### src/rtl/lane_pg_pkg.sv
// Shared types and helpers for the lane power-gating controller.
package lane_pg_pkg;

    typedef enum logic [1:0] {
        PG_ON   = 2'd0,
        PG_OFF  = 2'd1,
        PG_WAKE = 2'd2
    } pg_state_e;

    // Counter width large enough to hold max(idle, wake) - 1 without wrapping.
    function automatic int pg_cnt_width(input int idle_cycles, input int wake_cycles);
        int m;
        m = (idle_cycles > wake_cycles) ? idle_cycles : wake_cycles;
        return (m > 1) ? $clog2(m + 1) : 1;
    endfunction

endpackage

### src/rtl/lane_pg_wake_arbiter.sv
// Round-robin wake arbiter: at most one grant per cycle; search starts at the pointer.
module lane_pg_wake_arbiter #(
    parameter int NrUnits = 4
) (
    input  logic               clk_i,
    input  logic               rst_i,
    input  logic [NrUnits-1:0] req_i,
    output logic [NrUnits-1:0] gnt_o
);
    localparam int PtrW = (NrUnits > 1) ? $clog2(NrUnits) : 1;

    logic [PtrW-1:0] ptr_q, ptr_d;
    logic [PtrW-1:0] idx;
    logic [PtrW:0]   sum;
    logic [PtrW:0]   nxt;
    logic            found;

    always_comb begin
        gnt_o = '0;
        ptr_d = ptr_q;
        found = 1'b0;
        idx   = '0;
        sum   = '0;
        nxt   = '0;
        for (int i = 0; i < NrUnits; i++) begin
            sum = {1'b0, ptr_q} + (PtrW+1)'(i);
            if (sum >= (PtrW+1)'(NrUnits)) sum = sum - (PtrW+1)'(NrUnits);
            idx = PtrW'(sum);
            if (!found && req_i[idx]) begin
                found      = 1'b1;
                gnt_o[idx] = 1'b1;
                nxt        = sum + (PtrW+1)'(1);
                if (nxt >= (PtrW+1)'(NrUnits)) nxt = '0;
                ptr_d      = PtrW'(nxt);
            end
        end
    end

    always_ff @(posedge clk_i or posedge rst_i) begin
        if (rst_i) ptr_q <= '0;
        else       ptr_q <= ptr_d;
    end

endmodule

### src/rtl/lane_pg_ctrl.sv
// Per-lane power-gating controller: idle timeout gates units, serialised wake-up restores them.
module lane_pg_ctrl
    import lane_pg_pkg::*;
#(
    parameter int NrUnits    = 4,
    parameter int IdleCycles = 16,
    parameter int WakeCycles = 2
) (
    input  logic               clk_i,
    input  logic               rst_i,
    input  logic               gating_en_i,
    input  logic [NrUnits-1:0] req_i,
    input  logic [NrUnits-1:0] busy_i,
    output logic [NrUnits-1:0] en_o,
    output logic [NrUnits-1:0] ready_o,
    output logic [NrUnits-1:0] gated_o
);
    localparam int CntWidth = pg_cnt_width(IdleCycles, WakeCycles);

    logic [NrUnits-1:0] wake_req;
    logic [NrUnits-1:0] gnt;

    lane_pg_wake_arbiter #(.NrUnits(NrUnits)) i_arb (
        .clk_i (clk_i),
        .rst_i (rst_i),
        .req_i (wake_req),
        .gnt_o (gnt)
    );

    for (genvar u = 0; u < NrUnits; u++) begin : g_unit
        pg_state_e           state_q;
        logic [CntWidth-1:0] cnt_q;
        logic                en_q, ready_q, gated_q;
        logic                idle;

        assign idle        = !req_i[u] && !busy_i[u];
        assign wake_req[u] = (state_q == PG_OFF) && (req_i[u] || !gating_en_i);
        assign en_o[u]     = en_q;
        assign ready_o[u]  = ready_q;
        assign gated_o[u]  = gated_q;

        // Outputs are registered alongside the state so they always match it.
        always_ff @(posedge clk_i or posedge rst_i) begin
            if (rst_i) begin
                state_q <= PG_ON;
                cnt_q   <= '0;
                en_q    <= 1'b1;
                ready_q <= 1'b1;
                gated_q <= 1'b0;
            end else begin
                case (state_q)
                    PG_ON: begin
                        if (!idle || !gating_en_i) begin
                            cnt_q <= '0;
                        end else if (cnt_q == CntWidth'(IdleCycles - 1)) begin
                            state_q <= PG_OFF;
                            cnt_q   <= '0;
                            en_q    <= 1'b0;
                            ready_q <= 1'b0;
                            gated_q <= 1'b1;
                        end else begin
                            cnt_q <= cnt_q + 1'b1;
                        end
                    end
                    PG_OFF: begin
                        if (gnt[u]) begin
                            state_q <= PG_WAKE;
                            cnt_q   <= '0;
                            en_q    <= 1'b1;
                            ready_q <= 1'b0;
                            gated_q <= 1'b0;
                        end
                    end
                    PG_WAKE: begin
                        if (cnt_q == CntWidth'(WakeCycles - 1)) begin
                            state_q <= PG_ON;
                            cnt_q   <= '0;
                            en_q    <= 1'b1;
                            ready_q <= 1'b1;
                            gated_q <= 1'b0;
                        end else begin
                            cnt_q <= cnt_q + 1'b1;
                        end
                    end
                    default: begin
                        state_q <= PG_ON;
                        cnt_q   <= '0;
                        en_q    <= 1'b1;
                        ready_q <= 1'b1;
                        gated_q <= 1'b0;
                    end
                endcase
            end
        end

        a_no_busy_off: assert property (@(posedge clk_i) disable iff (rst_i)
            !(state_q == PG_OFF && busy_i[u]));
    end

endmodule

### config.mk
export PLATFORM = sky130hd
export DESIGN_NAME = lane_pg_ctrl
export DESIGN_NICKNAME = d
export VERILOG_FILES = /design/src/rtl/lane_pg_pkg.sv /design/src/rtl/lane_pg_wake_arbiter.sv /design/src/rtl/lane_pg_ctrl.sv
export SDC_FILE = /design/constraint.sdc
export NUM_CORES = 1
export LEC_CHECK = 0
export CORE_ASPECT_RATIO = 0.75
export CORE_UTILIZATION = 34
export CTS_BUF_LIST = sky130_fd_sc_hd__clkbuf_2 sky130_fd_sc_hd__clkbuf_4 sky130_fd_sc_hd__clkbuf_8
export DETAILED_ROUTE_END_ITERATION = 12
export DONT_BUFFER_PORTS = 1
export SYNTH_ARGS = -nofsm -noshare
export SYNTH_HDL_FRONTEND = slang
export SYNTH_SLANG_ARGS = --single-unit
### constraint.sdc
create_clock -name clk_i -period 3.2 [get_ports clk_i]
set_clock_uncertainty 0.15 [all_clocks]
set_input_delay 0 -clock clk_i [delete_from_list [all_inputs] [get_ports clk_i]]
set_output_delay 0 -clock clk_i [all_outputs]
set_load 0.01 [all_outputs]
; ---- Word level (Yosys, flattened, before mapping)
; Cells that the tools add are included.
[op_classes]
n_addsub = 15
magnitude_cmp = 16
n_eq_ne = 32
n_mux = 119
n_bitwise = 3
reduce_logical = 48
[op_table]
columns = op, n
row1 = 5-bit 2-to-1 mux, 16
row2 = 5-bit one-hot mux with 3 select lines, 4
row3 = 2-bit 2-to-1 mux, 24
row4 = 1-bit 2-to-1 mux, 43
row5 = 1-bit one-hot mux with 3 select lines, 12
row6 = "2-bit != test, second input constant", 16
row7 = 2-bit one-hot mux with 3 select lines, 4
row8 = "3-bit >= comparator, second input constant", 7
row9 = "5-bit by 1-bit adder with 5-bit output, second input constant", 4
row10 = "5-bit by 1-bit == test with 1-bit output, second input constant", 4
row11 = "5-bit by 4-bit == test with 1-bit output, second input constant", 4
row12 = 1-bit logical NOT, 16
row13 = 4-bit 2-to-1 mux, 4
row14 = 4-bit AND reduction, 4
row15 = 1-bit logical AND, 15
row16 = "3-bit by 1-bit adder with 3-bit output, second input constant", 4
row17 = "2-bit by 3-bit less-than comparator with 1-bit output, second input constant", 4
row18 = 3-bit 2-to-1 mux, 4
row19 = 4-bit bitwise OR, 3
row20 = "3-bit subtractor, second input constant", 3
row21 = 1-bit binary-select mux with 2-bit select, 4
row22 = 1-bit demux with 2-bit select, 4
row23 = "2-bit by 1-bit == test with 1-bit output, second input constant", 4
row24 = "2-bit == test, second input constant", 4
row25 = 8 further kinds, 22
[word_totals]
register_bits = 42
in_bits = 11
output_inout_bits = 12
wordCells = 254

; ---- Longest topological paths before layout
; Gate-level depths: netlist (run 1).
[logic_depth]
word_depth = 17
mapped_depth = 10
ltp_nobuf = 9

; ---- By module
; A second synthesis (run 1) with hierarchy kept.
[unflattened]
cells_unflattened = 294
area_unflattened_um2 = 2741.4
[by_module_without_submodules]
columns = module, n_inst, cells_each, area_each_um2, seq_area_each_um2
row1 = lane_pg_ctrl, 1, 238, 2223.4, 910.9
row2 = lane_pg_wake_arbiter, 1, 56, 518.0, 50.0

; ---- Least setup slack after synthesis (run 1)
; No wires, ideal clock.
[synth_path]
path_kind = reg-to-reg
start = register i_arb.ptr_q[0]
end = register g_unit[3].cnt_q[0]
setup_time_ns = 0.066
arrival_ns = 2.556
t_required_ns = 2.984
setup_slack_ns = 0.428
path_stages_with_launch = 11
path_buffers = 2
synth_period_minus_slack_ns = 2.772
path_cell_list = dfrtp_1 > clkbuf_8 > inv_1 > ha_1 > buf_2 > nand2b_1 > nor3_1 > nor4_2 > a32o_1 > a211oi_2 > mux2_2
[synth_via]
elab_chain_len = 15
word_cells_on_any_way = 60
cone_classes = 7 x add/sub / 12 x order compare / 1 x eq/ne / 27 x mux / 3 x bitwise / 10 x reduce/logical
[synth_rtl]
columns = element, line_no
row1 = start: declaration, lane_pg_wake_arbiter.sv:12  ; logic [PtrW-1:0] ptr_q, ptr_d;
row2 = start signal: assignment, lane_pg_wake_arbiter.sv:41  ; else ptr_q <= ptr_d;
row3 = branches (longest 13 deep; another with 2-bit by 1-bit adder with 3-bit output), --
row4 = 4-bit 2-to-1 mux *, lane_pg_wake_arbiter.sv:29  ; if (!found && req_i[idx]) begin
row5 = 2-bit != test (no line) *, --
row6 = end signal: assignment, lane_pg_ctrl.sv:62  ; cnt_q <= cnt_q + 1'b1;
row7 = end signal: assignment, lane_pg_ctrl.sv:82  ; cnt_q <= cnt_q + 1'b1;
row8 = end: declaration, lane_pg_ctrl.sv:32  ; logic [CntWidth-1:0] cnt_q;
; Mark *: on every way between the ends. The select of a mux whose other input is x is not followed.
; A chain may end at the register's enable or synchronous reset.

; ---- Worst setup path in the final report (run 1)
[layout_path]
start = register i_arb.ptr_q[1]
end = register g_unit[3].cnt_q[0]
; The elaborated chain is that of the path after synthesis.

==> results of run 1 <==
==> power groups by stage <==
| stage | logic (uW) | clock network [uW] | registers, uW |
|---|---|---|---|
| CTS | 93.1 | 367 | 526 |
| finish | 92.2 | 350 | 526 |
| floorplan | 78.5 | 0 | 525 |
| global placement | 86.1 | 0 | 534 |
| global route | 105 | 382 | 529 |
| detailed placement | 87.3 | 0 | 535 |
==> cell usage in the layout (no fill, tap or decap), types with 5 or more instances in the layout <==
master                          Yosys  routed
sky130_fd_sc_hd__inv_1             31      31
sky130_fd_sc_hd__dfrtp_1           30      30
sky130_fd_sc_hd__nor2_1            23      23
sky130_fd_sc_hd__ha_1              23      23
sky130_fd_sc_hd__nand2_1           22      22
sky130_fd_sc_hd__o21ai_0           20      20
sky130_fd_sc_hd__nand3_1           13      13
sky130_fd_sc_hd__nor3_1            12      12
sky130_fd_sc_hd__a21oi_1           11      11
sky130_fd_sc_hd__dfstp_2            8       8
sky130_fd_sc_hd__nand2b_1           7       7
sky130_fd_sc_hd__a31o_1             7       7
sky130_fd_sc_hd__a21o_1             6       6
sky130_fd_sc_hd__a31o_2             6       6
sky130_fd_sc_hd__and2b_2            5       5
sky130_fd_sc_hd__clkbuf_8           1       5
sky130_fd_sc_hd__dlygate4sd3_1      0       5
sky130_fd_sc_hd__buf_4             13       5
==> routing by layer <==
| metal | GRT usage [%] | routed length, um | vias to the layer above |
|---|---|---|---|
| li1 | - | - | 1215 |
| met1 | 20.5 | 3380 | 1222 |
| met3 | 3.47 | 404 | 9 |
| met4 | 4.24 | 69 | 0 |
| met2 | 23.8 | 3030 | 94 |
| met5 | 0 | 0 | - |
==> metrics by stage <==
stage / cells / worst slack [ns] / area (um2) / power [uW] / util [%]
after CTS: 442 / 0.195 / 3240 / 986 / 37.5
after global placement: 429 / 0.387 / 3100 / 620 / 35.9
final: 442 / 0.224 / 3250 / 968 / 37.6
after floorplan: 335 / 0.428 / 3080 / 604 / -
after global routing: 442 / 0.00636 / 3250 / 1020 / 37.6
after detailed placement: 429 / 0.214 / 3100 / 622 / 35.9
==> layout make-up <==
type                    instances  area share (%)
multi-input cells             247            57.2
clock buffers                   8            2.81
inverters                      31            3.58
flip-flops and latches         38            29.6
well taps                     108            4.16
repair buffers                 10            2.70
==> logic make-up (layout without fill, tap and decap cells) <==
| family | count (synthesis) | in the layout |
|---|---|---|
| DFF | 38 | 38 |
| and+or+nand+nor | 116 | 116 |
| buffers and inverters | 50 | 49 |
| adders and majority gates | 23 | 23 |
| xor gates and xnor gates | 2 | 2 |
| AOI/OAI and AO/OA | 100 | 100 |
| muxes | 6 | 6 |
==> critical path, stage by stage (launching register included) <==
cell	delay (ns)
sky130_fd_sc_hd__dfrtp_1	0.49
sky130_fd_sc_hd__inv_1	0.09
sky130_fd_sc_hd__ha_1	0.51
sky130_fd_sc_hd__nand2b_1	0.20
sky130_fd_sc_hd__nor3_1	0.11
sky130_fd_sc_hd__o41ai_1	0.55
sky130_fd_sc_hd__o31ai_2	0.18
sky130_fd_sc_hd__a211oi_2	0.42
sky130_fd_sc_hd__mux2_2	0.23
==> how the worst max path moves through the flow <==
stage | depth (start not counted) | slack [ns] | to | startpoint
2_1_floorplan | 10 | 0.43 | g_unit[3].cnt_q[0]$_DFFE_PP0P_ | i_arb.ptr_q[0]$_DFFE_PP0P_
3_3_place_gp | 8 | 0.39 | g_unit[2].cnt_q[3]$_DFFE_PP0P_ | i_arb.ptr_q[1]$_DFFE_PP0P_
3_5_place_dp | 8 | 0.21 | g_unit[2].cnt_q[2]$_DFFE_PP0P_ | i_arb.ptr_q[1]$_DFFE_PP0P_
4_1_cts | 8 | 0.20 | g_unit[2].cnt_q[2]$_DFFE_PP0P_ | i_arb.ptr_q[1]$_DFFE_PP0P_
5_1_grt | 8 | 0.006 | g_unit[3].cnt_q[0]$_DFFE_PP0P_ | i_arb.ptr_q[1]$_DFFE_PP0P_
6_report | 8 | 0.22 | g_unit[3].cnt_q[0]$_DFFE_PP0P_ | i_arb.ptr_q[1]$_DFFE_PP0P_
==> what timing repair did <==
item,in CTS,in global routing
setup endpoints to repair,0,5
resized for setup,0,1
hold buffers,5,0
hold endpoints to repair,24,0
==> flip-flops by register name, indices dropped and copies added (netlist names) <==
register,count
g_unit.cnt_q,20
g_unit.ready_q,4
g_unit.gated_q,2
g_unit.en_q,4
g_unit.state_q,6
i_arb.ptr_q,2
==> qor.tcl, run 1 <==
set qor(violations) {design-rule violations}
set qor(drtIter0Drc) 217
set qor(post_synth_mux_area_share_pct) 3.78
set qor(pwr-share-clk_pct) 36.2
set qor(power_density_nw_per_um2) 298
set qor(core_area_um2) 8640
set qor(min_from) {gating_en_i}
set qor(timing.slew.headroom_pct) 45.8
set qor(cts_inserted_buffers) 5
set qor(synthesis.area_um2) 3080
set qor(grt_pass1_vias) 2382
set qor(grt_remaining_overflow) 0
set qor(drive_gt1_share_pct) 18.9
set qor(transition_time_at_the_pin_with_the_least_slew_margin_ns) 0.812
set qor(cts_htree_levels) 2
set qor(setup.worst_path.class) {flop to flop}
set qor(flow.area_growth_from_synthesis_pct) 5.44
set qor(rsz0062_at_grt) {false}
set qor(cp_data_arrival_time_ns) 3.06
set qor(dr_total_vias) 2540
set qor(power.combinational.fraction_pct) 9.5
set qor(clock_sink_count) 38
set qor(synth_area_in_simple_gates_pct) 21.5
set qor(fill_cells) 868
set qor(route.final.wire_length_um) 6880
set qor(diodes) 0
set qor(netSwitchingFraction_pct) 25.1
set qor(clock_tree.root_cell) {sky130_fd_sc_hd__clkbuf_8}
set qor(routed_wire_length_per_instance_um) 15.6
set qor(max_cap_violations) 0
set qor(synthCells) 335
set qor(num_io_pins) 23
set qor(final_antenna_net_count) 0
set qor(drc) 2
set qor(initial_antenna_violation_count) 0
set qor(worstReg2RegStart) {i_arb.ptr_q[1]$_DFFE_PP0P_}
set qor(design.die.area_um2) 9450
set qor(synth_compound_gate_area_share_pct) 24.8
set qor(hold_path.class) {input port to flop}
set qor(seqCellArea_um2) 961
set qor(worst-r2r-setup-slack_ns) 0.22
set qor(globalplace.congestion) 0.953
set qor(p_switching_uw) 243
set qor(global_route_wire_length_before_repair_um) 11500
set qor(period_needed_ns) 2.98
set qor(netlist_top_cells_count) {sky130_fd_sc_hd__inv_1, sky130_fd_sc_hd__dfrtp_1, sky130_fd_sc_hd__ha_1, sky130_fd_sc_hd__nor2_1, sky130_fd_sc_hd__nand2_1}
set qor(synth_adder_area_share_pct) 9.34
set qor(worst_skew_pair.late_latency_ns) 0.29
set qor(sequential_fraction_of_design_power_pct) 54.3
set qor(r2r_end) {g_unit[3].cnt_q[0]$_DFFE_PP0P_}
set qor(cts_setup_buffers) 0
set qor(die_width_um) 112
set qor(detailedRoute.firstPassIterationCount) 9
set qor(synth_top_family_by_area) {compound AO/OA/AOI/OAI gates}
set qor(start_util_pct) 35.7
set qor(yosysMostFrequentCell) {sky130_fd_sc_hd__inv_1}
set qor(avgSynthCellArea_um2) 9.20
set qor(worst_hold_path.num_cells) 4
set qor(synth_flop_cell) {sky130_fd_sc_hd__dfrtp_1}
set qor(worst_setup_path_start_kind) {flop}
set qor(chipHeight_um) 84.5
set qor(global_route.usage.total_pct) 15.0
set qor(synthArstFlopShare_pct) 100
set qor(postSynthNetCount) 369
set qor(layout_worst_path_cycle_share_pct) 93.0
set qor(outcome) {finished with violations}
set qor(power_report.internal_total_uw) 725
set qor(placement_rows) 29
set qor(tritoncts) {built}
set qor(synth_largest_area_cell) {sky130_fd_sc_hd__dfrtp_1}
set qor(cellLeakagePower_uw) 0.00138
set qor(yosys_register_bits) 38
set qor(multiInputGateArea_um2) 1860
set qor(setup_viol) 0
set qor(synth.area.top_cells) {sky130_fd_sc_hd__dfrtp_1, sky130_fd_sc_hd__ha_1, sky130_fd_sc_hd__dfstp_2}
set qor(portion_of_synthesized_cell_area_occupied_by_the_leading_cell_type_pct) 24.4
set qor(synth-edff-count) 0
set qor(endpoint_with_the_worst_hold_slack) {g_unit[2].cnt_q[4]$_DFFE_PP0P_}
set qor(max-vdd-ir-drop_uv) 110
set qor(timing_max_transition_violations_final) 0
set qor(synth.yosys.seq_area_share_pct) 31.2
set qor(reg2regPathDepth) 8
set qor(worst_hold_slack_ns) 0.0721
set qor(hold_viol) 0
set qor(tns_ns) 0
set qor(place_hpwl_um) 5050
set qor(fmax_ghz) 0.336
set qor(nets) 367
set qor(ctsLongestPathBuffers) 2
set qor(synth_area_in_xor_xnor_pct) 0.568
set qor(port_buffers) 0
set qor(critPathMaxFanout) 11
set qor(grt_start_max_net_pins) 21
set qor(number_of_warnings_printed_during_yosys_synthesis) 0
set qor(detail_route.vias_per_cell) 5.75
set qor(cts.clk_slew.worst_paths_ns) 0.08
set qor(cp-end-kind) {flop}
set qor(number_of_different_library_cells_in_the_post_synthesis_netlist) 66
set qor(critPathRequiredTime_ns) 3.28
No activity file was read; power rests on OpenSTA's default activity.
==> run 2: changes to the inputs <==
--- a/config.mk
+++ b/config.mk
@@ -10,6 +10,7 @@
 export CTS_BUF_LIST = sky130_fd_sc_hd__clkbuf_2 sky130_fd_sc_hd__clkbuf_4 sky130_fd_sc_hd__clkbuf_8
 export DETAILED_ROUTE_END_ITERATION = 12
 export DONT_BUFFER_PORTS = 1
+export PLACE_DENSITY_LB_ADDON = 0.25
 export SYNTH_ARGS = -nofsm -noshare
 export SYNTH_HDL_FRONTEND = slang
 export SYNTH_SLANG_ARGS = --single-unit
==> qor.tcl, run 2 (synthesis gave the netlist of run 1 again) <==
set qor(met2RoutedLength_um) 3060
set qor(reg2regPathDepth) 8
set qor(flow.area_growth_from_synthesis_pct) 6.05
set qor(fill_cells) 856
set qor(tritoncts) {built}
set qor(dr_wl_met3_um) 358
set qor(dp.cells) 429
set qor(timing_max_transition_violations_final) 0
set qor(slowest_stage_delay_on_critical_path_ns) 0.52
set qor(ctsLongestPathBuffers) 2
set qor(fin_ws_ns) 0.218
set qor(cp-end-kind) {flop}
set qor(final_core_utilization_pct) 37.8
set qor(clock_tree.root_cell) {sky130_fd_sc_hd__clkbuf_8}
set qor(global_route_wire_length_before_repair_um) 11800
set qor(route.final.wire_length_um) 6920
set qor(r2r_end) {g_unit[3].cnt_q[0]$_DFFE_PP0P_}
set qor(transition_time_at_the_pin_with_the_least_slew_margin_ns) 0.737
set qor(worstReg2RegStart) {i_arb.ptr_q[1]$_DFFE_PP0P_}
set qor(die_width_um) 112
set qor(outcome) {finished with violations}
set qor(cellLeakagePower_uw) 0.00139
set qor(worst_skew_pair.late_latency_ns) 0.30
set qor(max-vdd-ir-drop_uv) 119
set qor(cts_inserted_buffers) 5
set qor(num_io_pins) 23
set qor(cp-endpoint) {g_unit[3].cnt_q[0]$_DFFE_PP0P_}
set qor(worstPathBufferInverterCount) 1
set qor(design.die.area_um2) 9450
set qor(core_area_um2) 8640
set qor(worst_setup_path_start_kind) {flop}
set qor(diodes) 0
set qor(dr_total_vias) 2530
set qor(nets) 367
set qor(rsz0062_at_grt) {false}
set qor(largest_register) {g_unit.cnt_q}
set qor(placement_rows) 29
set qor(layout_worst_path_cycle_share_pct) 93.2
set qor(globalplace.congestion) 0.959
set qor(start_util_pct) 35.7
set qor(pwr-share-clk_pct) 37.1
set qor(drive_gt1_share_pct) 19.8
set qor(fin_cells) 442
set qor(dpl_cell_area_um2) 3100
set qor(initial_antenna_violation_count) 0
set qor(worst-r2r-setup-slack_ns) 0.22
set qor(grt_start_max_net_pins) 21
set qor(cts_htree_levels) 2
set qor(chipHeight_um) 84.5
set qor(drtIter0Drc) 161
set qor(power_density_nw_per_um2) 300
set qor(timing.slew.headroom_pct) 50.8
set qor(violations) {design-rule violations}
set qor(setup.worst_path.start) {i_arb.ptr_q[1]$_DFFE_PP0P_}
set qor(setup_viol) 0
set qor(sequential_fraction_of_design_power_pct) 53.6
set qor(period_needed_ns) 2.98
set qor(largest_register_ff_count) 20
set qor(hold_viol) 0
set qor(largest_registers) {g_unit.cnt_q: 20 flops, g_unit.state_q: 6 flops}
set qor(power.combinational.fraction_pct) 9.3
set qor(max_cap_violations) 0
set qor(cp_data_arrival_time_ns) 3.07
set qor(critPathRequiredTime_ns) 3.29
set qor(power_report.internal_total_uw) 727
set qor(worstPathCellList) {inv_1, ha_1, nand2b_1, nor3_1, o41a_1, a32o_1, a211oi_2, mux2_2}
set qor(pre_cts_slack_ns) 0.209
set qor(p_switching_uw) 254
set qor(mostFrequentLayoutCell) {sky130_fd_sc_hd__inv_1}
set qor(critical_path.top_delay_family) {compound AO/OA/AOI/OAI gates}
set qor(port_buffers) 0
set qor(critPathMaxFanout) 11
set qor(grt_pass1_vias) 2415
set qor(netSwitchingFraction_pct) 25.9
set qor(cts_setup_buffers) 0
set qor(most-common-layout-cells) {sky130_fd_sc_hd__inv_1, sky130_fd_sc_hd__dfrtp_1, sky130_fd_sc_hd__nor2_1, sky130_fd_sc_hd__ha_1, sky130_fd_sc_hd__nand2_1}
set qor(tns_ns) 0
set qor(wirelength_met1_um) 3390
set qor(global_route.usage.total_pct) 15.4
set qor(top_layer_used) {met4}
set qor(clock_sink_count) 38
set qor(grt_remaining_overflow) 0
set qor(fmax_ghz) 0.335
set qor(place_hpwl_um) 5120
set qor(critPathSlowestCell) {sky130_fd_sc_hd__ha_1}
set qor(cp_num_cells) 8
set qor(hold_path.class) {input port to flop}
set qor(drc) 1
set qor(final_area_um2) 3270
set qor(setup.worst_path.class) {flop to flop}
set qor(cts.clk_slew.worst_paths_ns) 0.08
set qor(final_antenna_net_count) 0
set qor(detail_route.vias_per_cell) 5.72
set qor(detailedRoute.firstPassIterationCount) 8
set qor(routed_wire_length_per_instance_um) 15.7
==> run 2: cell count changes in the layout (fill, tap and decap cells not counted), sizes merged <==
cell    delta
clkbuf     -1
clkinv     +1
==> run 2: timing repair <==
action | 4_1_cts | 5_1_grt
hold endpoints to repair | 24 | 0
setup endpoints to repair | 0 | 7
hold buffers | 5 | 0
resized for setup | 0 | 4
==> run 2: worst min path at each step <==
stage / depth (start not counted) / startpoint / endpoint / slack, ns
after floorplan: 1 / rst_i / g_unit[0].cnt_q[0]$_DFFE_PP0P_ / 0.04
after detailed placement: 1 / rst_i / g_unit[3].cnt_q[1]$_DFFE_PP0P_ / -0.09
final: 4 / gating_en_i / g_unit[2].cnt_q[4]$_DFFE_PP0P_ / 0.08
after global placement: 1 / rst_i / g_unit[3].cnt_q[1]$_DFFE_PP0P_ / -0.07
after global routing: 4 / gating_en_i / g_unit[2].cnt_q[4]$_DFFE_PP0P_ / 0.12
after CTS: 4 / gating_en_i / g_unit[2].cnt_q[4]$_DFFE_PP0P_ / 0.07
==> run 2: cell type report <==
cell class                      instances  area (um2)  area share (%)
Clock buffer                            7        90.1            2.76
Clock inverter                          1        5.00           0.153
Inverter                               31         116            3.56
Multi-Input combinational cell        247        1870            57.3
Sequential cell                        38         961            29.4
Tap cell                              108         135            4.13
Timing Repair Buffer                   10        87.6            2.68
==> run 2: worst min-delay path, cell delays in order <==
cell                       delay [ns]
sky130_fd_sc_hd__nand2b_1        0.13
sky130_fd_sc_hd__or4_2           0.15
sky130_fd_sc_hd__o22ai_1         0.06
sky130_fd_sc_hd__o21bai_1        0.14
==> run 2: power by group through the flow <==
stage / Combinational [uW] / Clock [uW] / Sequential [uW]
after floorplan: 78.5 / 0 / 525
after global placement: 86.1 / 0 / 534
after detailed placement: 86.9 / 0 / 535
after CTS: 91.9 / 378 / 526
after global routing: 104 / 390 / 530
final: 91.3 / 364 / 525
==> run 2: per-layer routing <==
layer	GRT usage, %	up-vias
li1	-	1223
met1	21.7	1224
met2	23.4	69
met3	3.32	14
met4	4.97	0
met5	0	-
==> run 2: per-stage QoR <==
stage | total power [uW] | hold WS (ns)
floorplan | 604 | 0.0365
global placement | 620 | -0.0661
detailed placement | 621 | -0.0854
CTS | 995 | 0.0673
global route | 1020 | 0.118
finish | 981 | 0.0775
==> run 3: changes to the inputs <==
--- a/config.mk
+++ b/config.mk
@@ -6,8 +6,9 @@
 export NUM_CORES = 1
 export LEC_CHECK = 0
 export CORE_ASPECT_RATIO = 0.75
-export CORE_UTILIZATION = 34
+export CORE_UTILIZATION = 45
 export CTS_BUF_LIST = sky130_fd_sc_hd__clkbuf_2 sky130_fd_sc_hd__clkbuf_4 sky130_fd_sc_hd__clkbuf_8
+export CTS_CLUSTER_SIZE = 10
 export DETAILED_ROUTE_END_ITERATION = 12
 export DONT_BUFFER_PORTS = 1
 export PLACE_DENSITY_LB_ADDON = 0.25
==> qor.tcl, run 3 (synthesis gave the netlist of run 1 again) <==
set qor(pwr-share-clk_pct) 36.7
set qor(drive_gt1_share_pct) 19.1
set qor(clock_sink_count) 38
set qor(cts_inserted_buffers) 5
set qor(setup.worst_path.class) {flop to flop}
set qor(max_cap_violations) 0
set qor(ctsResizeCount) 0
set qor(clock_tree.root_cell) {sky130_fd_sc_hd__clkbuf_8}
set qor(worst-r2r-setup-slack_ns) 0.19
set qor(power.combinational.fraction_pct) 9.3
set qor(worstPathBufferInverterCount) 1
set qor(netSwitchingFraction_pct) 25.4
set qor(critPathSlowestCell) {sky130_fd_sc_hd__nor4_2}
set qor(num_io_pins) 23
set qor(cts_htree_levels) 2
set qor(p_switching_uw) 247
set qor(setup_viol) 0
set qor(fin_cells) 416
set qor(ctsLongestPathBuffers) 2
set qor(routed_wire_length_per_instance_um) 16.2
set qor(slowest_stage_delay_on_critical_path_ns) 0.57
set qor(port_buffers) 0
set qor(nets) 368
set qor(die_width_um) 97.6
set qor(cp_num_cells) 8
set qor(mostFrequentLayoutCell) {sky130_fd_sc_hd__inv_1}
set qor(cellLeakagePower_uw) 0.00138
set qor(cp-end-kind) {flop}
set qor(detailedRoute.firstPassIterationCount) 5
set qor(tritoncts) {built}
set qor(cts.clk_slew.worst_paths_ns) 0.08
set qor(critPathRequiredTime_ns) 3.21
set qor(diodes) 0
set qor(dr_total_vias) 2508
set qor(globalplace.congestion) 0.880
set qor(core_area_um2) 6440
set qor(hold_viol) 0
set qor(layout_worst_path_cycle_share_pct) 94.2
set qor(cp-endpoint) {g_unit[2].cnt_q[2]$_DFFE_PP0P_}
set qor(worst_setup_path_start_kind) {flop}
set qor(largest_registers) {g_unit.cnt_q: 20 flops, g_unit.state_q: 6 flops}
set qor(rsz0062_at_grt) {false}
set qor(power_density_nw_per_um2) 302
set qor(timing.slew.headroom_pct) 49.4
set qor(largest_register_ff_count) 20
set qor(flow.area_growth_from_synthesis_pct) 4.43
set qor(detail_route.vias_per_cell) 6.03
set qor(most-common-layout-cells) {sky130_fd_sc_hd__inv_1, sky130_fd_sc_hd__dfrtp_1, sky130_fd_sc_hd__nor2_1, sky130_fd_sc_hd__ha_1, sky130_fd_sc_hd__nand2_1}
set qor(design.die.area_um2) 7190
set qor(drtIter0Drc) 302
set qor(dp.cells) 403
set qor(global_route.usage.total_pct) 19.6
set qor(chipHeight_um) 73.7
set qor(tns_ns) 0
set qor(worst_skew_pair.late_latency_ns) 0.29
set qor(critical_path.top_delay_family) {simple AND/OR/NAND/NOR gates}
set qor(max-vdd-ir-drop_uv) 147
set qor(route.final.wire_length_um) 6730
set qor(worstPathCellList) {inv_1, ha_1, nand2b_1, nor3_1, nor4_2, a31oi_1, o211ai_1, a31oi_1}
set qor(worstReg2RegStart) {i_arb.ptr_q[1]$_DFFE_PP0P_}
set qor(outcome) {completed}
set qor(period_needed_ns) 3.01
set qor(transition_time_at_the_pin_with_the_least_slew_margin_ns) 0.758
set qor(r2r_end) {g_unit[2].cnt_q[2]$_DFFE_PP0P_}
set qor(critPathMaxFanout) 11
set qor(power_report.internal_total_uw) 726
set qor(final_antenna_net_count) 0
set qor(sequential_fraction_of_design_power_pct) 54.1
set qor(global_route_wire_length_before_repair_um) 11200
set qor(grt_start_max_net_pins) 21
set qor(fill_cells) 613
set qor(cts_setup_buffers) 0
set qor(cp_data_arrival_time_ns) 3.03
set qor(hold_path.class) {input port to flop}
set qor(grt_pass1_vias) 2354
set qor(crit_top_cell) {sky130_fd_sc_hd__a31oi_1}
set qor(setup.worst_path.start) {i_arb.ptr_q[1]$_DFFE_PP0P_}
set qor(initial_antenna_violation_count) 0
set qor(reg2regPathDepth) 8
set qor(drc) 0
set qor(grt_remaining_overflow) 0
set qor(dpl_cell_area_um2) 3070
set qor(start_util_pct) 47.8
set qor(timing_max_transition_violations_final) 0
set qor(place_hpwl_um) 4930
set qor(final_area_um2) 3220
set qor(placement_rows) 25
set qor(fmax_ghz) 0.332
set qor(largest_register) {g_unit.cnt_q}
==> run 3: changes by cell type in the layout (fill, tap and decap cells not counted), sizes merged <==
cell  before  now
buf        5    6
==> run 3: area by class of cell <==
cell class / count / area [um2] / area share (%)
clock inverter: 1 / 5.00 / 0.156
inverter: 31 / 116 / 3.62
timing repair buffer: 11 / 95.1 / 2.95
multi-input combinational: 247 / 1850 / 57.5
clock buffer: 7 / 90.1 / 2.80
tap: 81 / 101 / 3.15
sequential: 38 / 961 / 29.9
==> run 3: worst register-to-register path: cells and delay by family, from the launching register on <==
| family | cells | cell delay (ns) |
|---|---|---|
| simple gates | 3 | 0.87 |
| compound gates | 3 | 0.75 |
| fa+ha+maj | 1 | 0.51 |
| flops | 1 | 0.50 |
| buf+inv | 1 | 0.11 |
==> run 3: worst min path at each step <==
stage,startpoint,to,slack (ns),depth (start not counted)
3_3_place_gp,rst_i,g_unit[2].cnt_q[0]$_DFFE_PP0P_,-0.09,1
5_1_grt,gating_en_i,g_unit[2].cnt_q[4]$_DFFE_PP0P_,0.12,4
6_report,gating_en_i,g_unit[2].cnt_q[4]$_DFFE_PP0P_,0.09,4
2_1_floorplan,rst_i,g_unit[0].cnt_q[0]$_DFFE_PP0P_,0.04,1
4_1_cts,gating_en_i,g_unit[2].cnt_q[4]$_DFFE_PP0P_,0.07,4
3_5_place_dp,rst_i,g_unit[2].cnt_q[3]$_DFFE_PP0P_,-0.07,1
==> run 3: repair_timing <==
item                                    4_1_cts  5_1_grt
hold endpoints to repair                     23        0
hold buffers                                  5        0
endpoints found under the setup margin        0        0
==> run 3: power by group through the flow <==
| stage | clock network, uW | registers, uW | logic [uW] |
|---|---|---|---|
| after CTS | 374 | 526 | 91.3 |
| after global routing | 385 | 529 | 105 |
| after floorplan | 0 | 525 | 78.5 |
| after global placement | 0 | 534 | 86.3 |
| after detailed placement | 0 | 535 | 86.5 |
| final | 357 | 526 | 90.4 |
==> run 3: through the flow <==
stage	hold WS [ns]	util, %	total power, uW	worst slack, ns
after floorplan	0.0365	-	604	0.428
after global placement	-0.0938	47.7	620	0.286
after detailed placement	-0.0745	47.7	622	0.259
after CTS	0.0746	49.9	992	0.233
after global routing	0.125	49.9	1020	0.00198
final	0.0878	49.9	973	0.187
==> run 3: per-layer routing <==
metal / vias to the layer above / GRT usage [%] / share of wire [%]
met4: 0 / 5.88 / 1.5
li1: 1219 / - / -
met2: 91 / 31.1 / 45
met5: - / 0 / 0
met3: 17 / 3.90 / 5.7
met1: 1181 / 27.2 / 48
